[config.mk]
export PLATFORM = sky130hd
export DESIGN_NAME = countdown_bcd_flat
export DESIGN_NICKNAME = d
export VERILOG_FILES = /design/src/rtl/timer_pkg.sv /design/src/rtl/countdown_bcd_if.sv /design/src/rtl/countdown_bcd_digit.sv /design/src/rtl/countdown_bcd.sv /design/src/flat_wrapper.sv
export SDC_FILE = /design/constraint.sdc
export NUM_CORES = 1
export LEC_CHECK = 0
export CORE_MARGIN = 2
export CORE_UTILIZATION = 55
export DETAILED_ROUTE_END_ITERATION = 12
export DONT_BUFFER_PORTS = 1
export PLACE_DENSITY = 0.67
export SLEW_MARGIN = 20
export SYNTH_ARGS = -nofsm -noshare
export SYNTH_HDL_FRONTEND = slang
export SYNTH_SLANG_ARGS = --single-unit
[constraint.sdc]
create_clock -name clk -period 4.3 [get_ports clk]
set_input_delay 0.645 -clock clk [delete_from_list [all_inputs] [get_ports clk]]
set_output_delay 0.645 -clock clk [all_outputs]
set_load 0.03 [all_outputs]
[src/rtl/timer_pkg.sv]
// Shared definitions for the BCD countdown timer: FSM states, digit limits
// and the packing of the four digits into a 16-bit word.
package timer_pkg;

    typedef enum logic [1:0] {
        ST_IDLE   = 2'd0,
        ST_RUN    = 2'd1,
        ST_PAUSED = 2'd2,
        ST_DONE   = 2'd3
    } timer_state_e;

    localparam logic [3:0] SEC_ONES_MAX = 4'd9;
    localparam logic [3:0] SEC_TENS_MAX = 4'd5;
    localparam logic [3:0] MIN_ONES_MAX = 4'd9;

    localparam int DIGIT_W      = 4;
    localparam int SEC_ONES_LSB = 0;
    localparam int SEC_TENS_LSB = 4;
    localparam int MIN_ONES_LSB = 8;
    localparam int MIN_TENS_LSB = 12;

    localparam logic [15:0] COUNT_ZERO = 16'h0000;
    localparam logic [15:0] COUNT_ONE  = 16'h0001;

    function automatic logic [3:0] clamp_digit(input logic [3:0] d, input logic [3:0] max);
        logic [3:0] r;
        if (d > max) begin
            r = max;
        end else begin
            r = d;
        end
        return r;
    endfunction

endpackage

[src/rtl/countdown_bcd_if.sv]
// Control/status bundle between the timer and its driver (tick divider,
// front-panel logic) and the display mux.
interface countdown_bcd_if;

    logic        tick;
    logic        load;
    logic [15:0] load_value;
    logic        start;
    logic        pause;
    logic [15:0] digits;
    logic        running;
    logic        done;

    modport master (
        output tick, load, load_value, start, pause,
        input  digits, running, done
    );

    modport slave (
        input  tick, load, load_value, start, pause,
        output digits, running, done
    );

endinterface

[src/rtl/countdown_bcd_digit.sv]
// One down-counting BCD digit: clamps on load, borrows out when asked to
// decrement from zero, optionally wraps to MAX.
module dec_down_digit
    import timer_pkg::*;
#(
    parameter logic [3:0] MAX = 4'd9
) (
    input  logic       clk,
    input  logic       rst,
    input  logic       en,
    input  logic       load,
    input  logic [3:0] d,
    input  logic       wrap_en,
    output logic [3:0] q,
    output logic       b_out
);

    logic [3:0] q_q;
    logic [3:0] q_d;

    // Next digit value: load has priority over decrement.
    always_comb begin
        q_d = q_q;
        if (load) begin
            q_d = clamp_digit(d, MAX);
        end else if (en) begin
            if (q_q == 4'd0) begin
                if (wrap_en) begin
                    q_d = MAX;
                end else begin
                    q_d = q_q;
                end
            end else begin
                q_d = q_q - 4'd1;
            end
        end else begin
            q_d = q_q;
        end
    end

    // Digit register.
    always_ff @(posedge clk) begin
        if (rst) begin
            q_q <= 4'd0;
        end else begin
            q_q <= q_d;
        end
    end

    assign q     = q_q;
    assign b_out = en && (q_q == 4'd0);

endmodule

[src/rtl/countdown_bcd.sv]
// MM:SS BCD countdown timer: four chained down-digits, a run/pause FSM and
// a one-cycle expiry pulse raised together with the first 00:00.
module countdown_bcd
    import timer_pkg::*;
#(
    parameter logic [3:0] MIN_TENS_MAX = 4'd9,
    parameter bit         TICK_CHECK   = 1'b1
) (
    input  logic              clk,
    input  logic              rst,
    countdown_bcd_if.slave    bus
);

    timer_state_e state_q;
    logic         running_q;
    logic         done_q;

    logic         tick_ok_s;
    logic         dec_en_s;
    logic         expire_s;
    logic         count_zero_s;
    logic [15:0]  digits_s;

    logic [3:0]   so_s, st_s, mo_s, mt_s;
    logic         b_so_s, b_st_s, b_mo_s, b_mt_s;

    // Ticks outside RUN are dropped in either setting; the parameter only
    // selects how an external checker treats them.
    if (TICK_CHECK) begin : g_tick_checked
        assign tick_ok_s = bus.tick;
    end else begin : g_tick_plain
        assign tick_ok_s = bus.tick;
    end

    // Decrement enable: only in RUN, and not when load or a pause wins the cycle.
    always_comb begin
        dec_en_s = 1'b0;
        if (bus.load) begin
            dec_en_s = 1'b0;
        end else if ((state_q == ST_RUN) && !bus.pause) begin
            dec_en_s = tick_ok_s;
        end else begin
            dec_en_s = 1'b0;
        end
    end

    dec_down_digit #(.MAX(SEC_ONES_MAX)) u_sec_ones (
        .clk     (clk),
        .rst     (rst),
        .en      (dec_en_s),
        .load    (bus.load),
        .d       (bus.load_value[SEC_ONES_LSB +: DIGIT_W]),
        .wrap_en (1'b1),
        .q       (so_s),
        .b_out   (b_so_s)
    );

    dec_down_digit #(.MAX(SEC_TENS_MAX)) u_sec_tens (
        .clk     (clk),
        .rst     (rst),
        .en      (b_so_s),
        .load    (bus.load),
        .d       (bus.load_value[SEC_TENS_LSB +: DIGIT_W]),
        .wrap_en (1'b1),
        .q       (st_s),
        .b_out   (b_st_s)
    );

    dec_down_digit #(.MAX(MIN_ONES_MAX)) u_min_ones (
        .clk     (clk),
        .rst     (rst),
        .en      (b_st_s),
        .load    (bus.load),
        .d       (bus.load_value[MIN_ONES_LSB +: DIGIT_W]),
        .wrap_en (1'b1),
        .q       (mo_s),
        .b_out   (b_mo_s)
    );

    dec_down_digit #(.MAX(MIN_TENS_MAX)) u_min_tens (
        .clk     (clk),
        .rst     (rst),
        .en      (b_mo_s),
        .load    (bus.load),
        .d       (bus.load_value[MIN_TENS_LSB +: DIGIT_W]),
        .wrap_en (1'b0),
        .q       (mt_s),
        .b_out   (b_mt_s)
    );

    assign digits_s     = {mt_s, mo_s, st_s, so_s};
    assign count_zero_s = (digits_s == COUNT_ZERO);
    // The only legal count whose decrement lands on 00:00 is 00:01.
    assign expire_s     = dec_en_s && (digits_s == COUNT_ONE);

    // Control FSM with registered running/done; a borrow out of the top digit
    // cannot occur with valid digits, but is parked in DONE if it ever does.
    always_ff @(posedge clk) begin
        if (rst) begin
            state_q   <= ST_IDLE;
            running_q <= 1'b0;
            done_q    <= 1'b0;
        end else begin
            done_q <= 1'b0;
            if (bus.load) begin
                state_q   <= ST_IDLE;
                running_q <= 1'b0;
            end else begin
                case (state_q)
                    ST_IDLE: begin
                        if (bus.start) begin
                            if (count_zero_s) begin
                                state_q   <= ST_DONE;
                                running_q <= 1'b0;
                                done_q    <= 1'b1;
                            end else begin
                                state_q   <= ST_RUN;
                                running_q <= 1'b1;
                            end
                        end else begin
                            state_q   <= ST_IDLE;
                            running_q <= 1'b0;
                        end
                    end
                    ST_RUN: begin
                        if (bus.pause) begin
                            state_q   <= ST_PAUSED;
                            running_q <= 1'b0;
                        end else if (expire_s || b_mt_s) begin
                            state_q   <= ST_DONE;
                            running_q <= 1'b0;
                            done_q    <= expire_s;
                        end else begin
                            state_q   <= ST_RUN;
                            running_q <= 1'b1;
                        end
                    end
                    ST_PAUSED: begin
                        if (bus.pause) begin
                            state_q   <= ST_RUN;
                            running_q <= 1'b1;
                        end else begin
                            state_q   <= ST_PAUSED;
                            running_q <= 1'b0;
                        end
                    end
                    ST_DONE: begin
                        state_q   <= ST_DONE;
                        running_q <= 1'b0;
                    end
                    default: begin
                        state_q   <= ST_IDLE;
                        running_q <= 1'b0;
                    end
                endcase
            end
        end
    end

    assign bus.digits  = digits_s;
    assign bus.running = running_q;
    assign bus.done    = done_q;

endmodule
[src/flat_wrapper.sv]
// flat-port wrapper written by rule: the top's interface ports become plain ports
module countdown_bcd_flat import timer_pkg::*;
#(
    parameter logic [3:0] MIN_TENS_MAX = 4'd9,
    parameter bit         TICK_CHECK   = 1'b1
)
  (clk, rst, bus_tick, bus_load, bus_load_value, bus_start, bus_pause, bus_digits, bus_running, bus_done);
  countdown_bcd_if bus_i ();
  input  logic clk;
  input  logic rst;
  input wire logic [$bits(bus_i.tick)-1:0] bus_tick;
  input wire logic [$bits(bus_i.load)-1:0] bus_load;
  input wire logic [$bits(bus_i.load_value)-1:0] bus_load_value;
  input wire logic [$bits(bus_i.start)-1:0] bus_start;
  input wire logic [$bits(bus_i.pause)-1:0] bus_pause;
  output wire logic [$bits(bus_i.digits)-1:0] bus_digits;
  output wire logic [$bits(bus_i.running)-1:0] bus_running;
  output wire logic [$bits(bus_i.done)-1:0] bus_done;
  assign bus_i.tick = bus_tick;
  assign bus_i.load = bus_load;
  assign bus_i.load_value = bus_load_value;
  assign bus_i.start = bus_start;
  assign bus_i.pause = bus_pause;
  assign bus_digits = bus_i.digits;
  assign bus_running = bus_i.running;
  assign bus_done = bus_i.done;
  countdown_bcd #(.MIN_TENS_MAX(MIN_TENS_MAX), .TICK_CHECK(TICK_CHECK)) u_core (.clk(clk), .rst(rst), .bus(bus_i));
endmodule
# == Word-level counts from Yosys, hierarchy flattened ==
# Cells that the tools add are included.
# Widths: inputs -> output; s select.
# word_totals
ff_bits,20
input_bits,22
word_cells,75
# op_classes
add_sub_neg,4
magnitude_cmp,4
n_eq_ne,5
mux,35
n_reduce_logical,20
# ops
op,n
$mux 4,16
$eq 16x1->1 const B,1
$logic_not 16->1,1
$logic_not 4->1,4
$sub 4x1->4 const B,4
$gt 4x4->1 const B,3
$mux 1,11
$mux 2,5
$pmux 2 s4,1
$reduce_bool 2->1,4
$logic_and 1x1->1,6
$eq 2x2->1 const B,2
$gt 4x3->1 const B,1
$pmux 1 s4,1
$eq 2x1->1 const B,1
$logic_not 2->1,1
$ne 2x2->1 const B,1
$pmux 1 s2,1
$reduce_and 2->1,1
$reduce_or 2->1,1
$logic_not 1->1,1
$logic_or 1x1->1,1

# == Longest topological paths before layout ==
# Gate-level depths: netlist of run 1.
# depth
word_depth,12
ltp_mapped,6
depth_no_buf,6

# == Hierarchy ==
# From an unflattened synthesis of run 1, not the netlist that was laid out.
# unflattened
cells_unflattened,169
hier_area_um2,1373.8
# by_module_without_submodules
mod,instances,cells_each,area_per_inst_um2,seq_area_each_um2
dec_down_digit at u_core.u_min_ones ...,3,36,289.0,80.1
countdown_bcd,1,33,271.5,80.1
dec_down_digit at u_core.u_sec_tens,1,28,235.2,80.1

# == Worst setup path before layout of run 1 ==
# Ideal clock, no wire load.
# synth_path
path_type,reg-to-reg
startpoint,register u_core.u_min_tens.q_q[0] (netlist: u_core.u_min_tens.q[0])
endpoint,register u_core.done_q (netlist: u_core.bus.done)
setup_time_ns,0.079
arrival_time_ns,1.952
setup_slack_ns,2.268
path_stages_with_launch,7
n_path_buf,0
cell_sequence,dfxtp_1 inv_1 ha_1 or3b_4 or3_1 or4_1 a211oi_2
# synth_between
elab_chain_cells,6
elab_cells_between_ends,11
cone_classes,eq/ne (1); mux (5); reduce/logical (5)
# synth_lines
element,line_no,source
start: declaration,countdown_bcd_digit.sv:18,logic [3:0] q_q;
start signal: assignment,countdown_bcd_digit.sv:46,q_q <= q_d;
$eq 16x1->1 or $logic_not 4->1 (tied branches),"countdown_bcd.sv:94, countdown_bcd_digit.sv:51",
"$logic_and 1x1->1, on equally long branches","countdown_bcd.sv:94, countdown_bcd_digit.sv:51",
$logic_or 1x1->1,countdown_bcd.sv:129,end else if (expire_s || b_mt_s) begin
$mux 1,countdown_bcd.sv:129,
$mux 1,countdown_bcd.sv:126,if (bus.pause) begin
$pmux 1 s2 *,countdown_bcd.sv:109,case (state_q)
end signal: assignment,countdown_bcd.sv:132,done_q <= expire_s;
end: declaration,countdown_bcd.sv:16,logic done_q;
# Every way passes the cells marked *; elsewhere a longest branch is shown, timed or not.
# A chain may end at the register's enable or synchronous reset.

# == Worst setup path in the final report of run 1 ==
# Same ends and word-level chain as after synthesis.

==> impl_metrics.json, run 1 <==
{
  "outcome": "complete, no violations",
  "drt-initial-drc-count": 13,
  "diodes": 0,
  "dieWidth_um": 52.50,
  "wire_per_inst_um": 17.01,
  "fill_cells": 225,
  "p_leak_nw": 0.4562,
  "antenna_found_initial": 0,
  "dpl.hpwl_um": 2245,
  "hold_path_class": "in -> reg",
  "critPathMaxStageDelay_ns": 0.46,
  "cts_root_buf": "clkbuf_4",
  "start_util_pct": 58.48,
  "path_cells": "inv_1 > ha_1 > or3b_4 > or3_1 > or4_1 > a211oi_2",
  "cts_tree": "built",
  "layout_common_cells": "20 x dfxtp_1, 11 x inv_1, 11 x nor2_1",
  "syn_area_sq_um": 1294,
  "place_congestion": 0.8512,
  "syn_nets": 186,
  "setup_viol": 0,
  "worst_slack_ns": 2.125,
  "cts_max_level": 1,
  "finClkSkew_ns": 0.004650,
  "clockBufferDepth": 2,
  "grtUsageMet1_pct": 34.63,
  "area_growth_syn_to_layout_pct": 2.224,
  "required_ns": 4.54,
  "final_cells": 184,
  "grt_pass1_wl_um": 5016,
  "cp_slowest_cell": "dfxtp_1",
  "final-hold-violation-count": 0,
  "worstMarginPinSlew_ns": 0.6764,
  "ys_ff_latch": 20,
  "path_max_fanout": 4,
  "p_seq_share_pct": 56.9,
  "grt.busiest_layer": "met2",
  "combPwrFrac_pct": 15.2,
  "fin_area_sq_um": 1323,
  "critPathKind": "reg -> reg",
  "pwr-share-clk_pct": 27.8,
  "syn_inst": 162,
  "dp_slack_ns": 2.168,
  "min_period_ns": 2.175,
  "max_cap_viol_count": 0,
  "max_slew_margin_pct": 54.84,
  "grt.met2_usage_pct": 36.46,
  "drc": 0,
  "track_usage_pct": 24.28,
  "synth_top_area_share_pct": 30.95,
  "p_total_mw": 0.4084,
  "clk_pin_slew_ns": 0.12,
  "power.switching_mw": 0.1312,
  "cts.sinks": 20,
  "antenna_left": 0,
  "synth_area_leaders": "dfxtp_1 31%, a21oi_1 3.9%, a31oi_1 3.4%",
  "fin_crit_sh_pct": 50.59,
  "whs_ns": 0.3950,
  "std_cell_rows": 17,
  "ios": 40,
  "avgSynthCellArea_sq_um": 7.986,
  "insertion_delay_ns": 0.31,
  "ys.flop_type": "dfxtp_1",
  "vias": 1222,
  "crit_arrival_ns": 2.41,
  "ctsResizeCount": 0,
  "yosysWarnings": 0,
  "firstDrtPassIters": 4,
  "layout_commonest_cell": "dfxtp_1",
  "grt_pass1_vias": 1086,
  "crit_path_end_kind": "flop",
  "p_per_area_nw_per_um2": 308.8,
  "p_sw_share_pct": 32.12,
  "max_clock_freq_mhz": 459.7,
  "grt.overflow.total": 0,
  "cts_hold_buffers": 0,
  "async_flop_share_pct": 0,
  "synth_edf_count": 0,
  "dp.cells": 180,
  "final_max_slew_viol_count": 0,
  "final_util_pct": 59.79,
  "met3_usage_pct": 4.286,
  "critPathLaunchType": "flop",
  "cts_made_buffers": 3,
  "dieArea_sq_um": 2756,
  "ir_drop_mv": 0.2008,
  "ys_types": 52,
  "synth_top_area_cell": "dfxtp_1",
  "die_h_um": 52.50,
  "drive_gt1_share_pct": 5.769,
  "place_area_sq_um": 1286,
  "ys_seq_area_share_pct": 30.95,
  "post_cts_buffers": 0,
  "fin_tns_setup_ns": 0,
  "grt_start_max_net_pins": 39,
  "via_per_inst": 6.641,
  "power_report.internal_total_mw": 0.2772,
  "fin_nets": 181,
  "rsz0062_at_grt": "no",
  "coreArea_sq_um": 2212,
  "drt-total-wl_um": 3129,
  "io_buffers": 0
}
[final cells by class]
cell class / instances / area [sq um] / area share [%]
multi-input cells: 121 / 809.5 / 61.21
clock buffers: 4 / 36.28 / 2.744
well taps: 28 / 35.03 / 2.649
flip-flops and latches: 20 / 400.4 / 30.27
inverters: 11 / 41.29 / 3.122
[cells in the mapped netlist, types with 3 or more instances]
master / instances
o21ai_0: 7
nor2_1: 11
a21oi_1: 10
or4_1: 3
nand4_1: 5
nor2b_1: 5
a311oi_1: 3
nor3_1: 7
nand3_1: 3
nand2_1: 6
dfxtp_1: 20
a31oi_1: 7
nor3b_1: 3
inv_1: 11
clkbuf_1: 7
nor4_1: 3
and3_1: 4
nand3b_1: 3
[per-layer routing]
metal	vias to the layer above	wire length, um
li1	609	-
met1	553	1502
met2	49	1364
met3	11	204
met4	0	57
met5	-	0
[flip-flops by register name (all words and copies together) (netlist names), named ones only]
| signal | cells |
|---|---|
| u_core.u_min_tens.q | 4 |
| u_core.u_min_ones.q | 4 |
| u_core.u_sec_ones.q | 4 |
| u_core.bus.running | 1 |
| u_core.state_q | 1 |
| u_core.bus.done | 1 |
| u_core.u_sec_tens.q | 4 |
[worst max-delay path: cells and delay by family, from the launching register on]
family,cells,cell delay [ns]
adder cells (fa/ha/maj),1,0.16
AO/OA/AOI/OAI,1,0.18
buffers and inverters,1,0.16
AND/OR/NAND/NOR,3,1.14
flip-flops,1,0.46
[path summary, 6_finish.rpt]
check,from,endpoint,slack (ns),cells past startpoint
min,rst,u_core.u_sec_ones.q[0],0.39,1
max,u_core.u_min_tens.q[0],u_core.bus.done,2.12,6
min reg2reg,flop,u_core.state_q[1],0.55,2
max reg2reg,u_core.u_min_tens.q[0],u_core.bus.done,2.12,6
[kinds of logic (layout without fill, tap and decap cells)]
kind of cell	Yosys count	in the layout	synth area share (%)
AO/OA/AOI/OAI	46	46	24.47
XOR/XNOR	2	2	1.354
adder cells (fa/ha/maj)	2	2	1.934
buffers and inverters	21	15	6.480
flip-flops	20	20	30.95
multiplexers	1	1	0.7737
AND/OR/NAND/NOR	70	70	34.04
[power groups by stage]
| stage | Sequential, mW | Combinational, mW | Clock [mW] |
|---|---|---|---|
| 3_5_place_dp | 0.237 | 0.0615 | 0 |
| 4_1_cts | 0.232 | 0.0620 | 0.114 |
| 5_1_grt | 0.235 | 0.0704 | 0.124 |
| 2_1_floorplan | 0.230 | 0.0598 | 0 |
| 6_report | 0.232 | 0.0623 | 0.114 |
| 3_3_place_gp | 0.236 | 0.0594 | 0 |
Power figures use the tool's default switching activity.
==> inputs of run 2 (changes only) <==
--- a/config.mk
+++ b/config.mk
@@ -9,7 +9,7 @@
 export CORE_UTILIZATION = 55
 export DETAILED_ROUTE_END_ITERATION = 12
 export DONT_BUFFER_PORTS = 1
-export PLACE_DENSITY = 0.67
+export PLACE_DENSITY = 0.7
 export SLEW_MARGIN = 20
 export SYNTH_ARGS = -nofsm -noshare
 export SYNTH_HDL_FRONTEND = slang
==> constraint.sdc (replaced) <==
create_clock -name clk -period 1.7 [get_ports clk]
set_input_delay 0.255 -clock clk [delete_from_list [all_inputs] [get_ports clk]]
set_output_delay 0.255 -clock clk [all_outputs]
set_load 0.03 [all_outputs]
==> run 2 against run 1 <==
  * The flow now finishes with violations (negative setup slack)
  * Final cell count rose by 17%
  * Via count up 13%
  * Design area rose by 22%
==> impl_metrics.json, run 2 (synthesis results as in run 1) <==
{
  "outcome": "complete, but fails checks",
  "required_ns": 1.93,
  "max_clock_freq_mhz": 505.9,
  "min_period_ns": 1.977,
  "max_cap_viol_count": 0,
  "dieWidth_um": 52.50,
  "dieArea_sq_um": 2756,
  "cts_made_buffers": 3,
  "antenna_left": 0,
  "clk_pin_slew_ns": 0.12,
  "cts_root_buf": "clkbuf_4",
  "dp.cells": 206,
  "die_h_um": 52.50,
  "cts_max_level": 1,
  "p_leak_nw": 0.6202,
  "final_cells": 215,
  "ir_drop_mv": 0.5530,
  "grt.overflow.total": 0,
  "drt-initial-drc-count": 47,
  "finClkSkew_ns": 0.01194,
  "std_cell_rows": 17,
  "via_per_inst": 6.433,
  "hold_start": "rst",
  "grt_pass1_wl_um": 5685,
  "dpl.hpwl_um": 2471,
  "grt_start_max_net_pins": 39,
  "crit_path_end_kind": "flop",
  "start_util_pct": 58.48,
  "cts.sinks": 20,
  "cts_tree": "built",
  "critPathLaunchType": "flop",
  "rr_startpoint": "u_core.u_min_tens.q[0]",
  "setup_viol": 5,
  "antenna_found_initial": 0,
  "crit_arrival_ns": 2.21,
  "rsz0062_at_grt": "yes",
  "p_total_mw": 1.072,
  "max_slew_margin_pct": 72.84,
  "failed_checks": "negative setup slack",
  "drc": 0,
  "r2r_end": "u_core.bus.done",
  "clockBufferDepth": 2,
  "grt_pass1_vias": 1277,
  "worst_slack_ns": -0.2766,
  "layout_common_cells": "28 x buf_4, 17 x dfxtp_1, 11 x nor2_1",
  "hold_path_class": "in -> reg",
  "ios": 40,
  "path_max_fanout": 3,
  "firstDrtPassIters": 4,
  "place_congestion": 0.8526,
  "final-hold-violation-count": 0,
  "cp-startpoint": "u_core.u_min_tens.q[0]",
  "io_buffers": 0,
  "fin_nets": 212,
  "cp-endpoint": "u_core.bus.done",
  "area_growth_syn_to_layout_pct": 24.47,
  "rr_worst_depth": 6,
  "drive_gt1_share_pct": 26.20,
  "p_per_area_nw_per_um2": 665.7,
  "vias": 1383,
  "diodes": 0,
  "wire_per_inst_um": 16.84,
  "fill_cells": 190,
  "critPathKind": "reg -> reg",
  "fin_crit_sh_pct": 116.3,
  "worstMarginPinSlew_ns": 0.4038,
  "reg2reg_slack_ns": -0.28,
  "track_usage_pct": 27.45,
  "insertion_delay_ns": 0.30,
  "final_max_slew_viol_count": 0,
  "coreArea_sq_um": 2212,
  "drt-total-wl_um": 3621,
  "layout_commonest_cell": "buf_4"
}
-- run 2: changes by cell type in the layout (fill, tap and decap cells not counted), sizes merged --
cell / before / now
dlygate4sd3: 0 / 3
buf: 0 / 28
clkbuf: 4 / 3
clkinv: 0 / 1
-- run 2: worst max-delay path, stage by stage, from the launching register on --
cell,delay [ns]
dfxtp_4,0.37
inv_2,0.05
ha_1,0.13
or3b_4,0.38
or3_4,0.35
or4_4,0.42
a211oi_2,0.20
-- run 2: final cells by class --
class	instances	area [sq um]	share of cell area, %
Multi-Input combinational cell	121	858.3	53.30
Sequential cell	20	409.1	25.41
Timing Repair Buffer	31	240.2	14.92
Inverter	11	41.29	2.564
Tap cell	28	35.03	2.176
Clock buffer	3	22.52	1.399
Clock inverter	1	3.754	0.2331
-- run 2: report_power, final --
group | switching (mW) | internal, mW | leakage, nW
Sequential | 0.0302 | 0.494 | 0.166
Combinational | 0.173 | 0.141 | 0.439
Clock | 0.148 | 0.0856 | 0.0154
Total | 0.351 | 0.721 | 0.620
-- run 2: how the worst min path moves through the flow --
| stage | cells past startpoint | end |
|---|---|---|
| after global placement | 1 | u_core.u_sec_tens.q[1] |
| after global routing | 1 | u_core.u_min_ones.q[2] |
| after CTS | 1 | u_core.u_min_tens.q[2] |
| after floorplan | 1 | u_core.u_min_tens.q[1] |
| after detailed placement | 1 | u_core.u_sec_tens.q[1] |
| final | 1 | u_core.u_sec_ones.q[1] |
-- run 2: timing repair --
action,CTS,global route
pin swaps,2,5
hold buffers,1,2
endpoints found under the setup margin,3,9
buffers inserted,1,1
resized for setup,4,7
cloned,0,0
endpoints found under the hold margin,2,1
-- run 2: routing by layer --
layer,track usage [%],wire [um]
met3,4.857,254
met1,35.61,1555
met2,43.75,1736
met4,12.82,74
met5,0,0
-- run 2: per-stage QoR --
stage	setup WS (ns)	util (%)	hold WS, ns	area [sq um]	TNS (ns)
final	-0.2766	72.79	0.01724	1610	-0.4894
after CTS	-0.3007	69.80	0.003903	1544	-0.4205
after detailed placement	-0.2731	67.31	0.3291	1489	-0.2912
after global placement	-0.1998	67.31	0.3280	1489	-0.1998
after floorplan	-0.2217	-	0.3617	1301	-0.2217
after global routing	-0.3183	72.79	0.005251	1610	-0.8382
==> inputs of run 3 (changes only) <==
--- a/config.mk
+++ b/config.mk
@@ -7,9 +7,10 @@
 export LEC_CHECK = 0
 export CORE_MARGIN = 2
 export CORE_UTILIZATION = 55
+export CTS_CLUSTER_DIAMETER = 50
 export DETAILED_ROUTE_END_ITERATION = 12
 export DONT_BUFFER_PORTS = 1
-export PLACE_DENSITY = 0.7
+export PLACE_DENSITY = 0.67
 export SLEW_MARGIN = 20
 export SYNTH_ARGS = -nofsm -noshare
 export SYNTH_HDL_FRONTEND = slang
==> constraint.sdc (replaced) <==
create_clock -name clk -period 2.45 [get_ports clk]
set_input_delay 0.3675 -clock clk [delete_from_list [all_inputs] [get_ports clk]]
set_output_delay 0.3675 -clock clk [all_outputs]
set_load 0.03 [all_outputs]
==> run 3 against run 2 <==
  * The run now ends clean
  * First-iteration DRC count decreased by 26%
  * Hold slack improved by 0.095 ns
  * Clock-buffer cell count increased by 1
  * Power decreased by 33%
  * Non-clock buffer count decreased by 28
  * Sequential cell count unchanged
  * Global-route usage decreased by 4.6 points
  * Critical endpoint unchanged
  * Highest routed layer unchanged
==> impl_metrics.json, run 3 (synthesis results as in run 1) <==
{
  "outcome": "complete, no violations",
  "wire_per_inst_um": 16.47,
  "ios": 40,
  "firstDrtPassIters": 4,
  "dieWidth_um": 52.50,
  "max_cap_viol_count": 0,
  "layout_commonest_cell": "dfxtp_1",
  "path_buf_inv": 1,
  "cts_max_level": 1,
  "layout_common_cells": "20 x dfxtp_1, 11 x inv_1, 11 x nor2_1",
  "via_per_inst": 6.540,
  "diodes": 0,
  "crit_path_end_kind": "flop",
  "critPathKind": "reg -> reg",
  "min_period_ns": 1.984,
  "track_usage_pct": 22.81,
  "critPathMaxStageDelay_ns": 0.43,
  "final-hold-violation-count": 0,
  "ctsResizeCount": 0,
  "die_h_um": 52.50,
  "rsz0062_at_grt": "no",
  "start_util_pct": 58.48,
  "final_max_slew_viol_count": 0,
  "hold_start": "rst",
  "worstMarginPinSlew_ns": 0.5435,
  "place_congestion": 0.8035,
  "cts_tree": "built",
  "drive_gt1_share_pct": 7.547,
  "antenna_found_initial": 0,
  "grt_pass1_vias": 1098,
  "ir_drop_mv": 0.4395,
  "max_slew_margin_pct": 63.72,
  "grt_start_max_net_pins": 39,
  "critPathLaunchType": "flop",
  "cts_hold_buffers": 0,
  "fin_nets": 184,
  "p_leak_nw": 0.4718,
  "area_growth_syn_to_layout_pct": 3.965,
  "setup_viol": 0,
  "whs_ns": 0.1121,
  "grt.overflow.total": 0,
  "finClkSkew_ns": 0.007193,
  "rr_startpoint": "u_core.u_min_tens.q[0]",
  "coreArea_sq_um": 2212,
  "cts_root_buf": "clkbuf_4",
  "clockBufferDepth": 2,
  "path_cells": "inv_1 > ha_1 > or3b_4 > or3_1 > or4_1 > a211oi_2",
  "max_clock_freq_mhz": 504.1,
  "path_max_fanout": 4,
  "dieArea_sq_um": 2756,
  "fin_tns_setup_ns": 0,
  "crit_arrival_ns": 2.22,
  "required_ns": 2.68,
  "post_cts_buffers": 0,
  "drt-total-wl_um": 3079,
  "fin_crit_sh_pct": 80.97,
  "cp-startpoint": "u_core.u_min_tens.q[0]",
  "insertion_delay_ns": 0.30,
  "final_util_pct": 60.80,
  "drc": 0,
  "hold_path_class": "in -> reg",
  "clk_pin_slew_ns": 0.11,
  "std_cell_rows": 17,
  "grt_pass1_wl_um": 4754,
  "antenna_left": 0,
  "dpl.hpwl_um": 2258,
  "cp_slowest_cell": "or4_1",
  "drt-initial-drc-count": 35,
  "cts.sinks": 20,
  "p_per_area_nw_per_um2": 530.1,
  "cts_made_buffers": 3,
  "vias": 1223,
  "reg2reg_slack_ns": 0.47,
  "io_buffers": 0,
  "cp_top_family": "simple AND/OR/NAND/NOR gates"
}
## run 3: cell types whose count changed in the layout (fill, tap and decap cells not counted), sizes merged
cell	change
buf	-25
clkbuf	+1
clkinv	-1
dlygate4sd3	-3
## run 3: cell type report
| type | instances | area (sq um) |
|---|---|---|
| sequential | 20 | 400.4 |
| fill | 220 | 867.1 |
| inverter | 11 | 41.29 |
| multi-input combinational | 121 | 809.5 |
| clock buffer | 4 | 36.28 |
| timing repair buffer | 3 | 22.52 |
| tap | 28 | 35.03 |
## run 3: routing by layer
| metal | track usage (%) | part of all wire [%] |
|---|---|---|
| met1 | 30.58 | 47 |
| met3 | 5.143 | 6.8 |
| met4 | 6.410 | 0.71 |
| met2 | 36.46 | 46 |
| met5 | 0 | 0 |
## run 3: power breakdown
part	total (mW)	switching, mW	internal (mW)
combinational	0.126	0.0690	0.0568
clock	0.192	0.101	0.0907
sequential	0.396	0.0526	0.343
## run 3: final timing paths
kind	end	cells after the start
max	u_core.bus.done	6
min	u_core.u_sec_tens.q[1]	1
min reg2reg	u_core.state_q[1]	2
max reg2reg	u_core.bus.done	6
## run 3: stage by stage
| stage | instance area (sq um) | setup slack [ns] | cells | power (mW) |
|---|---|---|---|---|
| after floorplan | 1294 | 0.4182 | 162 | 0.5085 |
| after global placement | 1309 | 0.5582 | 183 | 0.5228 |
| after detailed placement | 1309 | 0.4865 | 183 | 0.5275 |
| after CTS | 1345 | 0.4707 | 187 | 0.7188 |
| after global routing | 1345 | 0.3968 | 187 | 0.7501 |
| final | 1345 | 0.4661 | 187 | 0.7130 |
